==> src/rtl/wptr_full.sv <==
// Write-side pointer and full logic of an async FIFO: binary/Gray write counters, full,
// sticky overflow and an optional almost-full flag (enabled by WPTR_FULL_ALMOST_FULL_EN).
module wptr_full #(
  parameter int unsigned ADDR_W    = 4,
  parameter int unsigned AF_MARGIN = 2
) (
  input  logic              i_clk,
  input  logic              i_rst,
  input  logic              i_inc,
  input  logic [ADDR_W:0]   i_readPtr,
  input  logic              i_ovfClr,
  output logic [ADDR_W:0]   o_writePtr,
  output logic [ADDR_W-1:0] o_writeAddr,
  output logic              o_writeEn,
  output logic              o_full,
  output logic              o_almostFull,
  output logic              o_overflow
);

  logic [ADDR_W:0] bin_q, bin_d;
  logic [ADDR_W:0] gray_q, gray_d;
  logic [ADDR_W:0] rptr_full;
  logic            full_q, full_d;
  logic            ovf_q, ovf_d;

  // A write is never accepted while reset is asserted.
  assign o_writeEn = i_inc && !full_q && i_rst;

  always_comb begin
    bin_d     = bin_q + {{ADDR_W{1'b0}}, o_writeEn};
    gray_d    = (bin_d >> 1) ^ bin_d;
    // Full when the pointers differ only in the two MSBs of their Gray codes.
    rptr_full = {~i_readPtr[ADDR_W:ADDR_W-1], i_readPtr[ADDR_W-2:0]};
    full_d    = (gray_d == rptr_full);
    // Set wins over clear.
    ovf_d     = (i_inc && full_q) ? 1'b1 : (i_ovfClr ? 1'b0 : ovf_q);
  end

  always_ff @(posedge i_clk) begin
    if (!i_rst) begin
      bin_q  <= '0;
      gray_q <= '0;
      full_q <= 1'b0;
      ovf_q  <= 1'b0;
    end else begin
      bin_q  <= bin_d;
      gray_q <= gray_d;
      full_q <= full_d;
      ovf_q  <= ovf_d;
    end
  end

`ifdef WPTR_FULL_ALMOST_FULL_EN
  localparam int unsigned     Depth    = 1 << ADDR_W;
  localparam logic [ADDR_W:0] AfThresh = (ADDR_W + 1)'(Depth - AF_MARGIN);

  logic [ADDR_W:0] rbin;
  logic [ADDR_W:0] fill_d;
  logic            af_q, af_d;

  always_comb begin
    rbin[ADDR_W] = i_readPtr[ADDR_W];
    for (int i = int'(ADDR_W) - 1; i >= 0; i--) begin
      rbin[i] = rbin[i+1] ^ i_readPtr[i];
    end
    fill_d = bin_d - rbin;
    af_d   = (fill_d >= AfThresh);
  end

  always_ff @(posedge i_clk) begin
    if (!i_rst) begin
      af_q <= 1'b0;
    end else begin
      af_q <= af_d;
    end
  end

  assign o_almostFull = af_q;
`else
  assign o_almostFull = 1'b0;
`endif

  assign o_writePtr  = gray_q;
  assign o_writeAddr = bin_q[ADDR_W-1:0];
  assign o_full      = full_q;
  assign o_overflow  = ovf_q;

endmodule
==> config.mk <==
export PLATFORM = sky130hd
export DESIGN_NAME = wptr_full
export DESIGN_NICKNAME = d
export VERILOG_FILES = /design/src/rtl/wptr_full.sv
export SDC_FILE = /design/constraint.sdc
export NUM_CORES = 1
export LEC_CHECK = 0
export CORE_AREA = 2 2 39 41
export DETAILED_ROUTE_END_ITERATION = 16
export DIE_AREA = 0 0 41 43
export PLACE_DENSITY = 0.74
export SYNTH_ARGS = -nofsm -noshare
export SYNTH_HDL_FRONTEND = slang
export SYNTH_SLANG_ARGS = --single-unit
==> constraint.sdc <==
create_clock -name i_clk -period 5.55 [get_ports i_clk]
set_clock_uncertainty 0.2 [all_clocks]
set_input_delay 0.8325 -clock i_clk [delete_from_list [all_inputs] [get_ports i_clk]]
set_output_delay 0.8325 -clock i_clk [all_outputs]
set_load 0.005 [all_outputs]
======== Yosys cells after proc, flatten, opt, wreduce, memory -nomap -nowiden ========
Cells that the tools add are included.
storage, ports and cells
  bits of input ports ..................... 9
  output and inout port bits .............. 13
  bits in registers ....................... 12
cells by class
  equality and inequality tests ........... 1
  reduce and logical (&&, ||, !) cells .... 5
  mux-type cells .......................... 2
  bitwise logic cells ..................... 2
  add/subtract/negate cells ............... 1
operators with widths
  cell                 number
  $add A5 B1 Y5        1
  $eq A5 B5 Y1         1
  $xor A4 B5 Y5        1
  $logic_and A1 B1 Y1  3
  $mux W1              2
  $not A2 Y2           1
  $reduce_bool A2 Y1   1
  $logic_not A1 Y1     1

======== Longest topological paths before layout ========
Gate-level depths: netlist of the first run.
  depth after elaboration ................. 6
  gate-level depth with buffers ........... 9

======== Worst setup path after synthesis of the first run ========
OpenSTA, ideal clock, no wires.
  path kind ............................... input -> register
  start ................................... input i_rst
  end ..................................... register full_q (netlist: o_full)
  cell stages on the path ................. 9
  setup time .............................. 0.079 ns
  setup slack ............................. 2.906 ns
  data required time ...................... 5.271 ns
  path buffers ............................ 1
  arrival ................................. 2.365 ns
  cell sequence ........................... clkbuf_1 -> nand2_1 -> nor2_1 -> ha_1 -> ha_1 -> nand3_1 -> xor2_1 -> or3_1 -> a211oi_2
on the way
  longest elaborated chain between the ends .. 4
ends and longest elaborated chain
  element               RTL line  source
  from (decl)           8         input logic i_rst,
  $logic_and A1 B1 Y1   27        assign o_writeEn = i_inc && !full_q && i_rst;
  via o_writeEn         14        output logic o_writeEn,
  $add A5 B1 Y5         30        bin_d = bin_q + {{ADDR_W{1'b0}}, o_writeEn};
  $xor A4 B5 Y5         31        gray_d = (bin_d >> 1) ^ bin_d;
  $eq A5 B5 Y1          34        full_d = (gray_d == rptr_full);
  to (signal assigned)  48        full_q <= full_d;
  to (decl)             23        logic full_q, full_d;
The timed path passes the listed nets, and every way through them passes these cells.
A chain may end at the register's enable or synchronous reset.

======== Final worst setup path of the first run ========
  start ................................... input i_rst
  end ..................................... output o_writeEn
on the way
  longest elaborated chain between the ends .. 1
ends and longest elaborated chain
  element              RTL line
  $logic_and A1 B1 Y1  27
  to (decl)            14
No other way between the ends.

==> flow_summary.html, run 1 <==
<table>
<tr><th>Metric</th><th>Value</th></tr>
<tr><th colspan="2">Pwr</th></tr>
<tr><td>Cell-internal power</td><td>0.126 mW</td></tr>
<tr><td>Pwr/cell area</td><td>217 nW/um2</td></tr>
<tr><td>Fraction of power spent switching nets</td><td>0.227</td></tr>
<tr><td>Relative contribution of combinational cells to total power</td><td>0.160</td></tr>
<tr><td>Peak supply drop</td><td>0.110 mV</td></tr>
<tr><td>Switching power of the nets</td><td>0.0371 mW</td></tr>
<tr><td>Proportion of power drawn by the clock network</td><td>0.335</td></tr>
<tr><td>Sequential cell fraction of total power</td><td>0.504</td></tr>
<tr><td>Static leakage</td><td>0.292 nW</td></tr>
<tr><td>Overall power after layout</td><td>0.163 mW</td></tr>
<tr><th colspan="2">Yosys</th></tr>
<tr><td>Post-synthesis instance area</td><td>518 um2</td></tr>
<tr><td>Net count after synthesis</td><td>62</td></tr>
<tr><td>Number of warnings printed during yosys synthesis</td><td>0</td></tr>
<tr><td>Fraction of the yosys area taken by sequential cells</td><td>0.425</td></tr>
<tr><td>Dominant register cell in the synthesized netlist</td><td>dfxtp_1</td></tr>
<tr><td>Distinct cell type count after synthesis</td><td>18</td></tr>
<tr><td>Yosys top cell by area</td><td>dfxtp_1</td></tr>
<tr><td>Most repeated cell in the gate-level netlist after synthesis</td><td>dfxtp_1</td></tr>
<tr><td>Synthesized area divided by synthesized cell count</td><td>10.2 um2</td></tr>
<tr><td>Cell types with the largest area share after synthesis</td><td>dfxtp_1 (43%), xnor2_1 (12%), and2_1 (7.2%)</td></tr>
<tr><td>Share of the synthesized area in the top cell type</td><td>0.425</td></tr>
<tr><td>Post-synthesis cell count</td><td>51</td></tr>
<tr><td>Async set or reset register ratio after synthesis</td><td>0</td></tr>
<tr><td>Synth cell count leaders</td><td>dfxtp_1 (11), xnor2_1 (7), and2_1 (6)</td></tr>
<tr><td>Yosys reg bits</td><td>11</td></tr>
<tr><td>EDFF count, synth</td><td>0</td></tr>
<tr><th colspan="2">Clock tree</th></tr>
<tr><td>H-Tree Depth</td><td>1</td></tr>
<tr><td>Clock latency at the later pin of the worst-skew pair</td><td>0.27 ns</td></tr>
<tr><td>Number of buffers created by CTS</td><td>3</td></tr>
<tr><td>CTS tree</td><td>built</td></tr>
<tr><td>Worst-case clock buffer depth</td><td>2</td></tr>
<tr><td>Setup repair bufs after CTS</td><td>0</td></tr>
<tr><td>Gates resized, CTS repair</td><td>0</td></tr>
<tr><td>TritonCTS sink count</td><td>11</td></tr>
<tr><td>Count of hold-fix buffers inserted at cts</td><td>0</td></tr>
<tr><td>Reg clk slew, reported paths</td><td>0.07 ns</td></tr>
<tr><td>Root Buffer Master</td><td>clkbuf_4</td></tr>
<tr><th colspan="2">Worst setup path</th></tr>
<tr><td>Arrival time at the worst endpoint</td><td>2.24 ns</td></tr>
<tr><td>Worst Path Class, Setup</td><td>in2out</td></tr>
<tr><td>Crit path required time</td><td>4.52 ns</td></tr>
<tr><td>Nature of the critical path startpoint</td><td>primary input</td></tr>
<tr><td>Maximum fanout along the worst path</td><td>12</td></tr>
<tr><td>Endpoint type of the worst setup path</td><td>output port</td></tr>
<tr><th colspan="2">Placement</th></tr>
<tr><td>Number of port buffers</td><td>20</td></tr>
<tr><td>Pre-CTS setup slack</td><td>2.28 ns</td></tr>
<tr><td>Routability-driven placement congestion ratio</td><td>0.710</td></tr>
<tr><td>Placed Cells incl. Taps</td><td>85</td></tr>
<tr><td>Post-detail-place hpwl</td><td>685 um</td></tr>
<tr><th colspan="2">Floorplanning</th></tr>
<tr><td>Initial core utilization</td><td>0.374</td></tr>
<tr><td>Overall die area</td><td>1760 um2</td></tr>
<tr><td>Vertical die dimension</td><td>43 um</td></tr>
<tr><td>Die Width</td><td>41 um</td></tr>
<tr><td>Total number of placement rows</td><td>14</td></tr>
<tr><td>Core Box Area</td><td>1380 um2</td></tr>
<tr><td>I/O Pins</td><td>22</td></tr>
<tr><th colspan="2">STA</th></tr>
<tr><td>Highest achievable clock rate</td><td>0.305 GHz</td></tr>
<tr><td>Setup TNS</td><td>0 ns</td></tr>
<tr><td>Fin. Hold Viols</td><td>0</td></tr>
<tr><td>Setup ws final</td><td>2.28 ns</td></tr>
<tr><td>Final worst path period need</td><td>3.27 ns</td></tr>
<tr><td>Setup violations, final</td><td>0</td></tr>
<tr><td>Final period utilization</td><td>0.590</td></tr>
<tr><td>Setup repair after global routing missed its margin</td><td>no</td></tr>
<tr><td>Final Max Slew Viols</td><td>0</td></tr>
<tr><th colspan="2">GRT</th></tr>
<tr><td>Maximum number of pins on one net before global-route repair</td><td>13</td></tr>
<tr><td>Global-route wire length before repair</td><td>1380 um</td></tr>
<tr><td>Global-route congestion overflow total</td><td>0</td></tr>
<tr><td>Number of antenna violations at the first check in global routing</td><td>0</td></tr>
<tr><td>Number of global-route vias before repair</td><td>353</td></tr>
<tr><td>Tot GR Track Use</td><td>0.122</td></tr>
<tr><th colspan="2">Finish</th></tr>
<tr><td>Fraction of final layout cells with drive strength greater than 1</td><td>0.0548</td></tr>
<tr><td>Post-layout instance count excluding filler cells</td><td>89</td></tr>
<tr><td># diodes</td><td>0</td></tr>
<tr><td>Number of nets in the layout</td><td>85</td></tr>
<tr><td>Layout overhead on the synthesized area</td><td>45.4%</td></tr>
<tr><th colspan="2">Routing</th></tr>
<tr><td>TritonRoute pass-1 iters</td><td>4</td></tr>
<tr><td>Antenna-violating nets left</td><td>0</td></tr>
<tr><td>Drt total wl</td><td>868 um</td></tr>
<tr><td>Final routed DRC violation total</td><td>0</td></tr>
<tr><td>Via total after detailed routing</td><td>403</td></tr>
<tr><td>Iteration-0 DRC count of the detailed router</td><td>6</td></tr>
<tr><td>Wire per inst</td><td>9.75 um</td></tr>
<tr><td>Number of vias per cell</td><td>4.53</td></tr>
<tr><th colspan="2">Run</th></tr>
<tr><td>Max capacitance violation total</td><td>0</td></tr>
<tr><th colspan="2">Hold path</th></tr>
<tr><td>Worst hold path class</td><td>reg2reg</td></tr>
<tr><th colspan="2">Status</th></tr>
<tr><td>Result of the run</td><td>complete, no violations</td></tr>
</table>
## stage by stage
| stage | hold WS [ns] | util | instance area [um2] |
|---|---|---|---|
| after floorplan | 0.270 | - | 518 |
| after global placement | 0.273 | 0.525 | 727 |
| after detailed placement | 0.279 | 0.525 | 727 |
| after CTS | 0.291 | 0.544 | 753 |
| after global routing | 0.318 | 0.544 | 753 |
| final | 0.286 | 0.544 | 753 |
## metal layers
| layer | routed length, um | GRT usage |
|---|---|---|
| met1 | 375 | 0.137 |
| met2 | 420 | 0.172 |
| met3 | 57 | 0.0628 |
| met4 | 14 | 0.0800 |
| met5 | 0 | 0 |
## flip-flops by register name, summed over array words and instances, names as in the netlist
signal,cells
o_writePtr,4
o_full,1
bin_q,5
o_overflow,1
## power by group through the flow
stage	Clock [mW]	Combinational, mW	Sequential [mW]
floorplan	0	0.0135	0.0844
CTS	0.0565	0.0264	0.0822
global placement	0	0.0262	0.0841
finish	0.0547	0.0261	0.0823
detailed placement	0	0.0262	0.0841
global route	0.0594	0.0283	0.0827
## cells in the final DEF (no fill, tap or decap)
cell type	instances
xnor2_1	7
ha_1	2
a21boi_0	1
clkbuf_1	1
a211oi_2	1
xnor3_1	1
nand3_1	3
conb_1	1
nand2_1	3
clkdlybuf4s50_1	20
mux2i_1	1
nand2b_1	1
and2_1	6
xor2_1	4
or3_1	1
nor2_1	2
dfxtp_1	11
nor2b_1	4
clkbuf_4	3
## worst max-delay path, cell delays in order
cell and delay, ns:
clkdlybuf4s50_1 0.66, nand2_1 0.09, nor2_1 0.14, clkdlybuf4s50_1 0.52
## cell families after synthesis
logic type      count (synthesis)  synth area share
compound gates                  2            0.0386
xor+xnor                       12             0.229
fa+ha+maj                       2            0.0483
buf+inv                         2            0.0217
flops                          11             0.425
mux                             1            0.0193
other cells                     1           0.00724
simple gates                   20             0.210
## final timing paths
check / start / to / slack, ns / cells past startpoint
max: i_rst / o_writeEn / 2.28 / 4
min: o_overflow$_SDFFE_PN0P_ / o_overflow$_SDFFE_PN0P_ / 0.29 / 2
max reg2reg: o_full$_SDFF_PN0_ / o_full$_SDFF_PN0_ / 3.58 / 7
min reg2reg: o_overflow$_SDFFE_PN0P_ / o_overflow$_SDFFE_PN0P_ / 0.29 / 2
## final cells by class
type                       instances  area, um2
tap                               16       20.0
clock buffer                       4       26.3
timing repair buffer              20        200
multi-input combinational         38        287
fill                             128        631
sequential                        11        220
No activity file was read; power rests on OpenSTA's default activity.
==> run 2, diff against run 1 <==
Settings changed: CORE_AREA 2 2 39 41 to not set, CORE_MARGIN set to 2, CORE_UTILIZATION set to 39, DIE_AREA 0 0 41 43 to not set.
Clock period 5.55 ns to 3.3 ns, I/O delays scaled along.
==> flow_summary.html, run 2 (synthesis gave the netlist of run 1 again) <==
<table>
<tr><th>Metric</th><th>Value</th></tr>
<tr><th colspan="2">Status</th></tr>
<tr><td>Result of the run</td><td>complete, no violations</td></tr>
<tr><th colspan="2">STA</th></tr>
<tr><td>Final period utilization</td><td>0.718</td></tr>
<tr><td>Fin. Hold Viols</td><td>0 (unchanged)</td></tr>
<tr><td>Setup repair after global routing missed its margin</td><td>no</td></tr>
<tr><td>Final Max Slew Viols</td><td>0 (unchanged)</td></tr>
<tr><td>Highest achievable clock rate</td><td>0.422 GHz</td></tr>
<tr><td>Final worst path period need</td><td>2.37 ns</td></tr>
<tr><td>Setup ws final</td><td>0.929 ns (-1.35 ns)</td></tr>
<tr><td>Setup violations, final</td><td>0 (unchanged)</td></tr>
<tr><td>Hold slack</td><td>0.281 ns (-0.00457 ns)</td></tr>
<tr><td>Setup TNS</td><td>0 ns (unchanged)</td></tr>
<tr><th colspan="2">Finish</th></tr>
<tr><td>Fraction of final layout cells with drive strength greater than 1</td><td>0.0800 (+0.0252)</td></tr>
<tr><td>Layout overhead on the synthesized area</td><td>48.1%</td></tr>
<tr><td># diodes</td><td>0 (unchanged)</td></tr>
<tr><td>Most common cell after layout, fill and taps aside</td><td>clkdlybuf4s50_1</td></tr>
<tr><td>Final core utilization</td><td>0.605 (+0.0602)</td></tr>
<tr><td>Number of nets in the layout</td><td>87 (+2.4%)</td></tr>
<tr><td>Flip-flop count of the largest register after layout</td><td>5 (unchanged)</td></tr>
<tr><td>Count of filler cells inserted in the layout</td><td>123 (-3.9%)</td></tr>
<tr><td>Sequential Area</td><td>220 um2 (unchanged)</td></tr>
<tr><td>Total area of multi-input combinational cells</td><td>287 um2 (unchanged)</td></tr>
<tr><td>Post-layout instance count excluding filler cells</td><td>90 (+1.1%)</td></tr>
<tr><td>Register with the highest flop count</td><td>bin_q</td></tr>
<tr><td>Most frequent cells in the layout</td><td>clkdlybuf4s50_1 (20), dfxtp_1 (11), xnor2_1 (7), and2_1 (6)</td></tr>
<tr><td>Final instance area</td><td>767 um2 (+1.8%)</td></tr>
<tr><th colspan="2">Pwr</th></tr>
<tr><td>Sequential cell fraction of total power</td><td>0.506 (+0.002)</td></tr>
<tr><td>Pwr/cell area</td><td>357 nW/um2 (+65%)</td></tr>
<tr><td>Fraction of power spent switching nets</td><td>0.222 (-0.00490)</td></tr>
<tr><td>Cell-internal power</td><td>0.213 mW (+69%)</td></tr>
<tr><td>Peak supply drop</td><td>0.241 mV (+120%)</td></tr>
<tr><td>Overall power after layout</td><td>0.273 mW (+68%)</td></tr>
<tr><td>Switching power of the nets</td><td>0.0608 mW (+64%)</td></tr>
<tr><td>Static leakage</td><td>0.301 nW (+3.1%)</td></tr>
<tr><td>Relative contribution of combinational cells to total power</td><td>0.166 (+0.006)</td></tr>
<tr><td>Proportion of power drawn by the clock network</td><td>0.328 (-0.007)</td></tr>
<tr><th colspan="2">GRT</th></tr>
<tr><td>Met2 global-route usage</td><td>0.210 (+0.0384)</td></tr>
<tr><td>Tot GR Track Use</td><td>0.148 (+0.0263)</td></tr>
<tr><td>Global-route congestion overflow total</td><td>0 (unchanged)</td></tr>
<tr><td>Routing usage on met1</td><td>0.193 (+0.0559)</td></tr>
<tr><td>Routing layer with the top usage in global route</td><td>met2</td></tr>
<tr><td>Global-route wire length before repair</td><td>1520 um (+10%)</td></tr>
<tr><td>Number of global-route vias before repair</td><td>354 (+0.28%)</td></tr>
<tr><td>Maximum number of pins on one net before global-route repair</td><td>12 (-1)</td></tr>
<tr><td>Number of antenna violations at the first check in global routing</td><td>0 (unchanged)</td></tr>
<tr><td>Met3 Resource Use GR</td><td>0.0389 (-0.0239)</td></tr>
<tr><th colspan="2">Worst setup path</th></tr>
<tr><td>Worst Path Class, Setup</td><td>in2reg</td></tr>
<tr><td>Crit path from</td><td>i_rst</td></tr>
<tr><td>RR Endpoint</td><td>o_full$_SDFF_PN0_</td></tr>
<tr><td>Capture point of the worst path</td><td>o_full$_SDFF_PN0_</td></tr>
<tr><td>FF-to-FF setup slack</td><td>1.33 ns (-2.25 ns)</td></tr>
<tr><td>Crit path required time</td><td>3.29 ns (-1.23 ns)</td></tr>
<tr><td>Maximum fanout along the worst path</td><td>4 (-8)</td></tr>
<tr><td>Nature of the critical path startpoint</td><td>primary input</td></tr>
<tr><td>Endpoint type of the worst setup path</td><td>flop</td></tr>
<tr><td>Worst R2R Path Depth</td><td>7 (unchanged)</td></tr>
<tr><td>Arrival time at the worst endpoint</td><td>2.36 ns (+0.12 ns)</td></tr>
<tr><td>Source of the worst register-to-register timing path</td><td>o_full$_SDFF_PN0_</td></tr>
<tr><th colspan="2">Placement</th></tr>
<tr><td>Cell Area, Placed</td><td>741 um2 (+1.9%)</td></tr>
<tr><td>Number of port buffers</td><td>20 (unchanged)</td></tr>
<tr><td>Post-detail-place hpwl</td><td>739 um (+7.9%)</td></tr>
<tr><td>Pre-CTS setup slack</td><td>0.638 ns (-1.64 ns)</td></tr>
<tr><td>Placed Cells incl. Taps</td><td>86 (+1.2%)</td></tr>
<tr><td>Routability-driven placement congestion ratio</td><td>0.677 (-4.8%)</td></tr>
<tr><th colspan="2">Routing</th></tr>
<tr><td>Number of vias per cell</td><td>4.47 (-1.4%)</td></tr>
<tr><td>Drt total wl</td><td>914 um (+5.3%)</td></tr>
<tr><td>Via total after detailed routing</td><td>402 (-0.25%)</td></tr>
<tr><td>Iteration-0 DRC count of the detailed router</td><td>2 (-4)</td></tr>
<tr><td>TritonRoute pass-1 iters</td><td>4 (unchanged)</td></tr>
<tr><td>Final routed DRC violation total</td><td>0 (unchanged)</td></tr>
<tr><td>Wire per inst</td><td>10.2 um (+4.1%)</td></tr>
<tr><td>Antenna-violating nets left</td><td>0 (unchanged)</td></tr>
<tr><th colspan="2">Clock tree</th></tr>
<tr><td>Gates resized, CTS repair</td><td>0 (unchanged)</td></tr>
<tr><td>CTS tree</td><td>built</td></tr>
<tr><td>H-Tree Depth</td><td>1 (unchanged)</td></tr>
<tr><td>Root Buffer Master</td><td>clkbuf_4</td></tr>
<tr><td>Count of hold-fix buffers inserted at cts</td><td>0 (unchanged)</td></tr>
<tr><td>TritonCTS sink count</td><td>11 (unchanged)</td></tr>
<tr><td>Number of buffers created by CTS</td><td>3 (unchanged)</td></tr>
<tr><td>Worst-case clock buffer depth</td><td>2 (unchanged)</td></tr>
<tr><td>Clock latency at the later pin of the worst-skew pair</td><td>0.26 ns (about the same)</td></tr>
<tr><td>Setup repair bufs after CTS</td><td>0 (unchanged)</td></tr>
<tr><td>Reg clk slew, reported paths</td><td>0.07 ns (about the same)</td></tr>
<tr><th colspan="2">Floorplanning</th></tr>
<tr><td>Core Box Area</td><td>1270 um2 (-8.3%)</td></tr>
<tr><td>I/O Pins</td><td>22 (unchanged)</td></tr>
<tr><td>Die Width</td><td>40.4 um (-1.4%)</td></tr>
<tr><td>Overall die area</td><td>1640 um2 (-7.2%)</td></tr>
<tr><td>Initial core utilization</td><td>0.408 (+0.0340)</td></tr>
<tr><td>Vertical die dimension</td><td>40.4 um (-5.9%)</td></tr>
<tr><td>Total number of placement rows</td><td>13 (-1)</td></tr>
<tr><th colspan="2">Run</th></tr>
<tr><td>Max capacitance violation total</td><td>0 (unchanged)</td></tr>
<tr><th colspan="2">Hold path</th></tr>
<tr><td>Hold depth</td><td>2 (unchanged)</td></tr>
<tr><td>Worst hold path class</td><td>reg2reg</td></tr>
</table>
[run 2: cell count changes in the layout (fill, tap and decap cells not counted), sizes merged]
cell and delta:
buf +2
[run 2: layout make-up]
class,instances,share of cell area
Multi-Input combinational cell,38,0.374
Sequential cell,11,0.287
Timing Repair Buffer,22,0.281
Clock buffer,4,0.0343
Tap cell,15,0.0245
[run 2: worst min path at each step]
stage	start	to	slack [ns]
floorplan	o_overflow$_SDFFE_PN0P_	o_overflow$_SDFFE_PN0P_	0.27
global placement	o_overflow$_SDFFE_PN0P_	o_overflow$_SDFFE_PN0P_	0.27
detailed placement	o_overflow$_SDFFE_PN0P_	o_overflow$_SDFFE_PN0P_	0.28
CTS	o_overflow$_SDFFE_PN0P_	o_overflow$_SDFFE_PN0P_	0.29
global route	o_overflow$_SDFFE_PN0P_	o_overflow$_SDFFE_PN0P_	0.31
finish	o_overflow$_SDFFE_PN0P_	o_overflow$_SDFFE_PN0P_	0.28
[run 2: routing by layer]
metal  vias up  routed length [um]
met2        15                 434
met3         0                  73
li1        209                   -
met1       178                 406
met5         -                   0
met4         0                   0
[run 2: critical path, stage by stage]
cell             delay, ns
clkdlybuf4s50_1       0.47
nand2_1               0.06
nor2_1                0.12
ha_1                  0.19
ha_1                  0.18
nand3_1               0.09
xor2_1                0.19
or3_1                 0.38
a211oi_2              0.18
[run 2: power groups by stage]
stage          logic (mW)  clock network, mW  registers [mW]
6_report           0.0454             0.0896           0.138
5_1_grt            0.0498              0.101           0.139
4_1_cts            0.0461             0.0953           0.138
3_5_place_dp       0.0458                  0           0.142
3_3_place_gp       0.0451                  0           0.142
2_1_floorplan      0.0227                  0           0.142
==> run 3, diff against run 2 <==
Clock period 3.3 ns to 2.2 ns, I/O delays scaled along.
==> flow_summary.html, run 3 (synthesis gave the netlist of run 1 again) <==
<table>
<tr><th>Metric</th><th>Value</th></tr>
<tr><th colspan="2">Finish</th></tr>
<tr><td>Register with the highest flop count</td><td>bin_q</td></tr>
<tr><td>Most frequent cells in the layout</td><td>clkdlybuf4s50_1 (18), dfxtp_1 (11), buf_4 (9), xnor2_1 (7), and2_1 (6)</td></tr>
<tr><td># diodes</td><td>0 (unchanged)</td></tr>
<tr><td>Fraction of final layout cells with drive strength greater than 1</td><td>0.244 (+0.164)</td></tr>
<tr><td>Flip-flop count of the largest register after layout</td><td>5 (unchanged)</td></tr>
<tr><td>Most common cell after layout, fill and taps aside</td><td>clkdlybuf4s50_1</td></tr>
<tr><td>Layout overhead on the synthesized area</td><td>66.9%</td></tr>
<tr><td>Final instance area</td><td>865 um2 (+13%)</td></tr>
<tr><td>Number of nets in the layout</td><td>94 (+8.0%)</td></tr>
<tr><td>Final core utilization</td><td>0.681 (+0.0769)</td></tr>
<tr><td>Post-layout instance count excluding filler cells</td><td>97 (+7.8%)</td></tr>
<tr><th colspan="2">STA</th></tr>
<tr><td>Hold slack</td><td>0.183 ns (-0.0988 ns)</td></tr>
<tr><td>Highest achievable clock rate</td><td>0.508 GHz</td></tr>
<tr><td>Setup violations, final</td><td>0 (unchanged)</td></tr>
<tr><td>Fin. Hold Viols</td><td>0 (unchanged)</td></tr>
<tr><td>Final period utilization</td><td>0.894</td></tr>
<tr><td>Final worst path period need</td><td>1.97 ns</td></tr>
<tr><td>Final Max Slew Viols</td><td>0 (unchanged)</td></tr>
<tr><td>Setup repair after global routing missed its margin</td><td>no</td></tr>
<tr><th colspan="2">Clock tree</th></tr>
<tr><td>CTS tree</td><td>built</td></tr>
<tr><td>Number of buffers created by CTS</td><td>3 (unchanged)</td></tr>
<tr><td>Count of hold-fix buffers inserted at cts</td><td>0 (unchanged)</td></tr>
<tr><td>Root Buffer Master</td><td>clkbuf_4</td></tr>
<tr><td>H-Tree Depth</td><td>1 (unchanged)</td></tr>
<tr><td>Clock latency at the later pin of the worst-skew pair</td><td>0.26 ns (about the same)</td></tr>
<tr><td>TritonCTS sink count</td><td>11 (unchanged)</td></tr>
<tr><td>Reg clk slew, reported paths</td><td>0.07 ns (about the same)</td></tr>
<tr><td>Worst-case clock buffer depth</td><td>2 (unchanged)</td></tr>
<tr><th colspan="2">Routing</th></tr>
<tr><td>Iteration-0 DRC count of the detailed router</td><td>2 (unchanged)</td></tr>
<tr><td>Number of vias per cell</td><td>4.49 (+0.63%)</td></tr>
<tr><td>Antenna-violating nets left</td><td>0 (unchanged)</td></tr>
<tr><td>TritonRoute pass-1 iters</td><td>2 (-2)</td></tr>
<tr><td>Via total after detailed routing</td><td>436 (+8.5%)</td></tr>
<tr><td>Drt total wl</td><td>1130 um (+24%)</td></tr>
<tr><td>Wire per inst</td><td>11.7 um (+15%)</td></tr>
<tr><td>Final routed DRC violation total</td><td>0 (unchanged)</td></tr>
<tr><th colspan="2">Placement</th></tr>
<tr><td>Placed Cells incl. Taps</td><td>90 (+4.7%)</td></tr>
<tr><td>Cell Area, Placed</td><td>771 um2 (+4.1%)</td></tr>
<tr><td>Number of port buffers</td><td>20 (unchanged)</td></tr>
<tr><td>Routability-driven placement congestion ratio</td><td>0.667 (-1.4%)</td></tr>
<tr><th colspan="2">Worst setup path</th></tr>
<tr><td>Worst stage delay on the critical path</td><td>0.39 ns (-0.08 ns)</td></tr>
<tr><td>Maximum fanout along the worst path</td><td>3 (-1)</td></tr>
<tr><td>Worst Path Class, Setup</td><td>reg2reg</td></tr>
<tr><td>Crit path required time</td><td>2.19 ns (-1.10 ns)</td></tr>
<tr><td>Critical path cell sequence</td><td>nor2_2 &gt; ha_2 &gt; ha_4 &gt; nand3_2 &gt; xor2_2 &gt; or3_4 &gt; a211oi_2</td></tr>
<tr><td>Arrival time at the worst endpoint</td><td>1.96 ns (-0.40 ns)</td></tr>
<tr><td>Worst R2R Path Depth</td><td>7 (unchanged)</td></tr>
<tr><td>RR Endpoint</td><td>o_full$_SDFF_PN0_</td></tr>
<tr><td>Cell with the biggest individual delay on the critical path</td><td>or3_4</td></tr>
<tr><td>FF-to-FF setup slack</td><td>0.23 ns (-1.10 ns)</td></tr>
<tr><td>Endpoint type of the worst setup path</td><td>flop</td></tr>
<tr><td>Source of the worst register-to-register timing path</td><td>o_full$_SDFF_PN0_</td></tr>
<tr><td>Worst path top cell family by delay</td><td>simple AND/OR/NAND/NOR gates</td></tr>
<tr><td>Buffer and inverter count on the worst path</td><td>0 (-1)</td></tr>
<tr><td>Nature of the critical path startpoint</td><td>flop</td></tr>
<tr><th colspan="2">GRT</th></tr>
<tr><td>Number of global-route vias before repair</td><td>431 (+22%)</td></tr>
<tr><td>Global-route congestion overflow total</td><td>0 (unchanged)</td></tr>
<tr><td>Tot GR Track Use</td><td>0.166 (+0.0177)</td></tr>
<tr><td>Global-route wire length before repair</td><td>1770 um (+16%)</td></tr>
<tr><td>Number of antenna violations at the first check in global routing</td><td>0 (unchanged)</td></tr>
<tr><td>Maximum number of pins on one net before global-route repair</td><td>12 (unchanged)</td></tr>
<tr><th colspan="2">Floorplanning</th></tr>
<tr><td>Total number of placement rows</td><td>13 (unchanged)</td></tr>
<tr><td>Die Width</td><td>40.4 um (unchanged)</td></tr>
<tr><td>Vertical die dimension</td><td>40.4 um (unchanged)</td></tr>
<tr><td>Initial core utilization</td><td>0.408 (unchanged)</td></tr>
<tr><td>I/O Pins</td><td>22 (unchanged)</td></tr>
<tr><td>Overall die area</td><td>1640 um2 (unchanged)</td></tr>
<tr><td>Core Box Area</td><td>1270 um2 (unchanged)</td></tr>
<tr><th colspan="2">Pwr</th></tr>
<tr><td>Overall power after layout</td><td>0.421 mW (+54%)</td></tr>
<tr><td>Peak supply drop</td><td>0.365 mV (+52%)</td></tr>
<tr><td>Pwr/cell area</td><td>487 nW/um2 (+37%)</td></tr>
<tr><td>Static leakage</td><td>0.349 nW (+16%)</td></tr>
<tr><th colspan="2">Hold path</th></tr>
<tr><td>Hold depth</td><td>3 (+1)</td></tr>
<tr><td>Origin of the worst min-delay path</td><td>i_inc</td></tr>
<tr><td>End point of the most critical hold path</td><td>o_overflow$_SDFFE_PN0P_</td></tr>
<tr><td>Worst hold path class</td><td>in2reg</td></tr>
<tr><th colspan="2">Run</th></tr>
<tr><td>Max capacitance violation total</td><td>0 (unchanged)</td></tr>
<tr><th colspan="2">Status</th></tr>
<tr><td>Result of the run</td><td>complete, no violations</td></tr>
</table>
-- run 3: worst max-delay path by stage --
| stage | startpoint | to | cells after the start |
|---|---|---|---|
| 6_report | o_full$_SDFF_PN0_ | o_full$_SDFF_PN0_ | 7 |
| 5_1_grt | o_full$_SDFF_PN0_ | o_full$_SDFF_PN0_ | 7 |
| 4_1_cts | i_rst | o_full$_SDFF_PN0_ | 9 |
| 3_5_place_dp | i_rst | o_full$_SDFF_PN0_ | 9 |
| 3_3_place_gp | i_rst | o_full$_SDFF_PN0_ | 9 |
| 2_1_floorplan | i_rst | o_full$_SDFF_PN0_ | 9 |
-- run 3: metal layers --
layer,global-route usage,up-vias,wire length (um)
met1,0.204,200,474
met5,0,-,0
met4,0.0750,0,0
met2,0.258,15,583
li1,-,221,-
met3,0.0556,0,74
-- run 3: through the flow --
| step | setup TNS (ns) | worst slack [ns] |
|---|---|---|
| 6_report | 0 | 0.233 |
| 2_1_floorplan | 0 | 0.0581 |
| 4_1_cts | 0 | 0.00647 |
| 3_3_place_gp | -0.402 | -0.246 |
| 5_1_grt | 0 | 0.161 |
| 3_5_place_dp | -0.577 | -0.312 |
-- run 3: timing repair --
action | in CTS | in global routing
pin swaps | 0 | 4
endpoints found under the setup margin | 1 | 2
resized for setup | 1 | 9
buffers inserted | 0 | 3
-- run 3: area by class of cell --
class,count,area (um2)
clock buffer,4,26.3
fill,110,404
multi-input combinational,38,327
sequential,11,220
tap,15,18.8
timing repair buffer,29,273
-- run 3: tightest hold or removal path, delay by kind of cell --
kind | cells | cell delay, ns
simple gates | 1 | 0.06
buf+inv | 1 | 0.13
compound gates | 1 | 0.08
-- run 3: report_power, final --
group | leakage (nW) | internal (mW) | total, mW | switching [mW]
Sequential | 0.0891 | 0.205 | 0.208 | 0.00345
Clock | 0.0150 | 0.0700 | 0.137 | 0.0671
Combinational | 0.245 | 0.0491 | 0.0753 | 0.0261
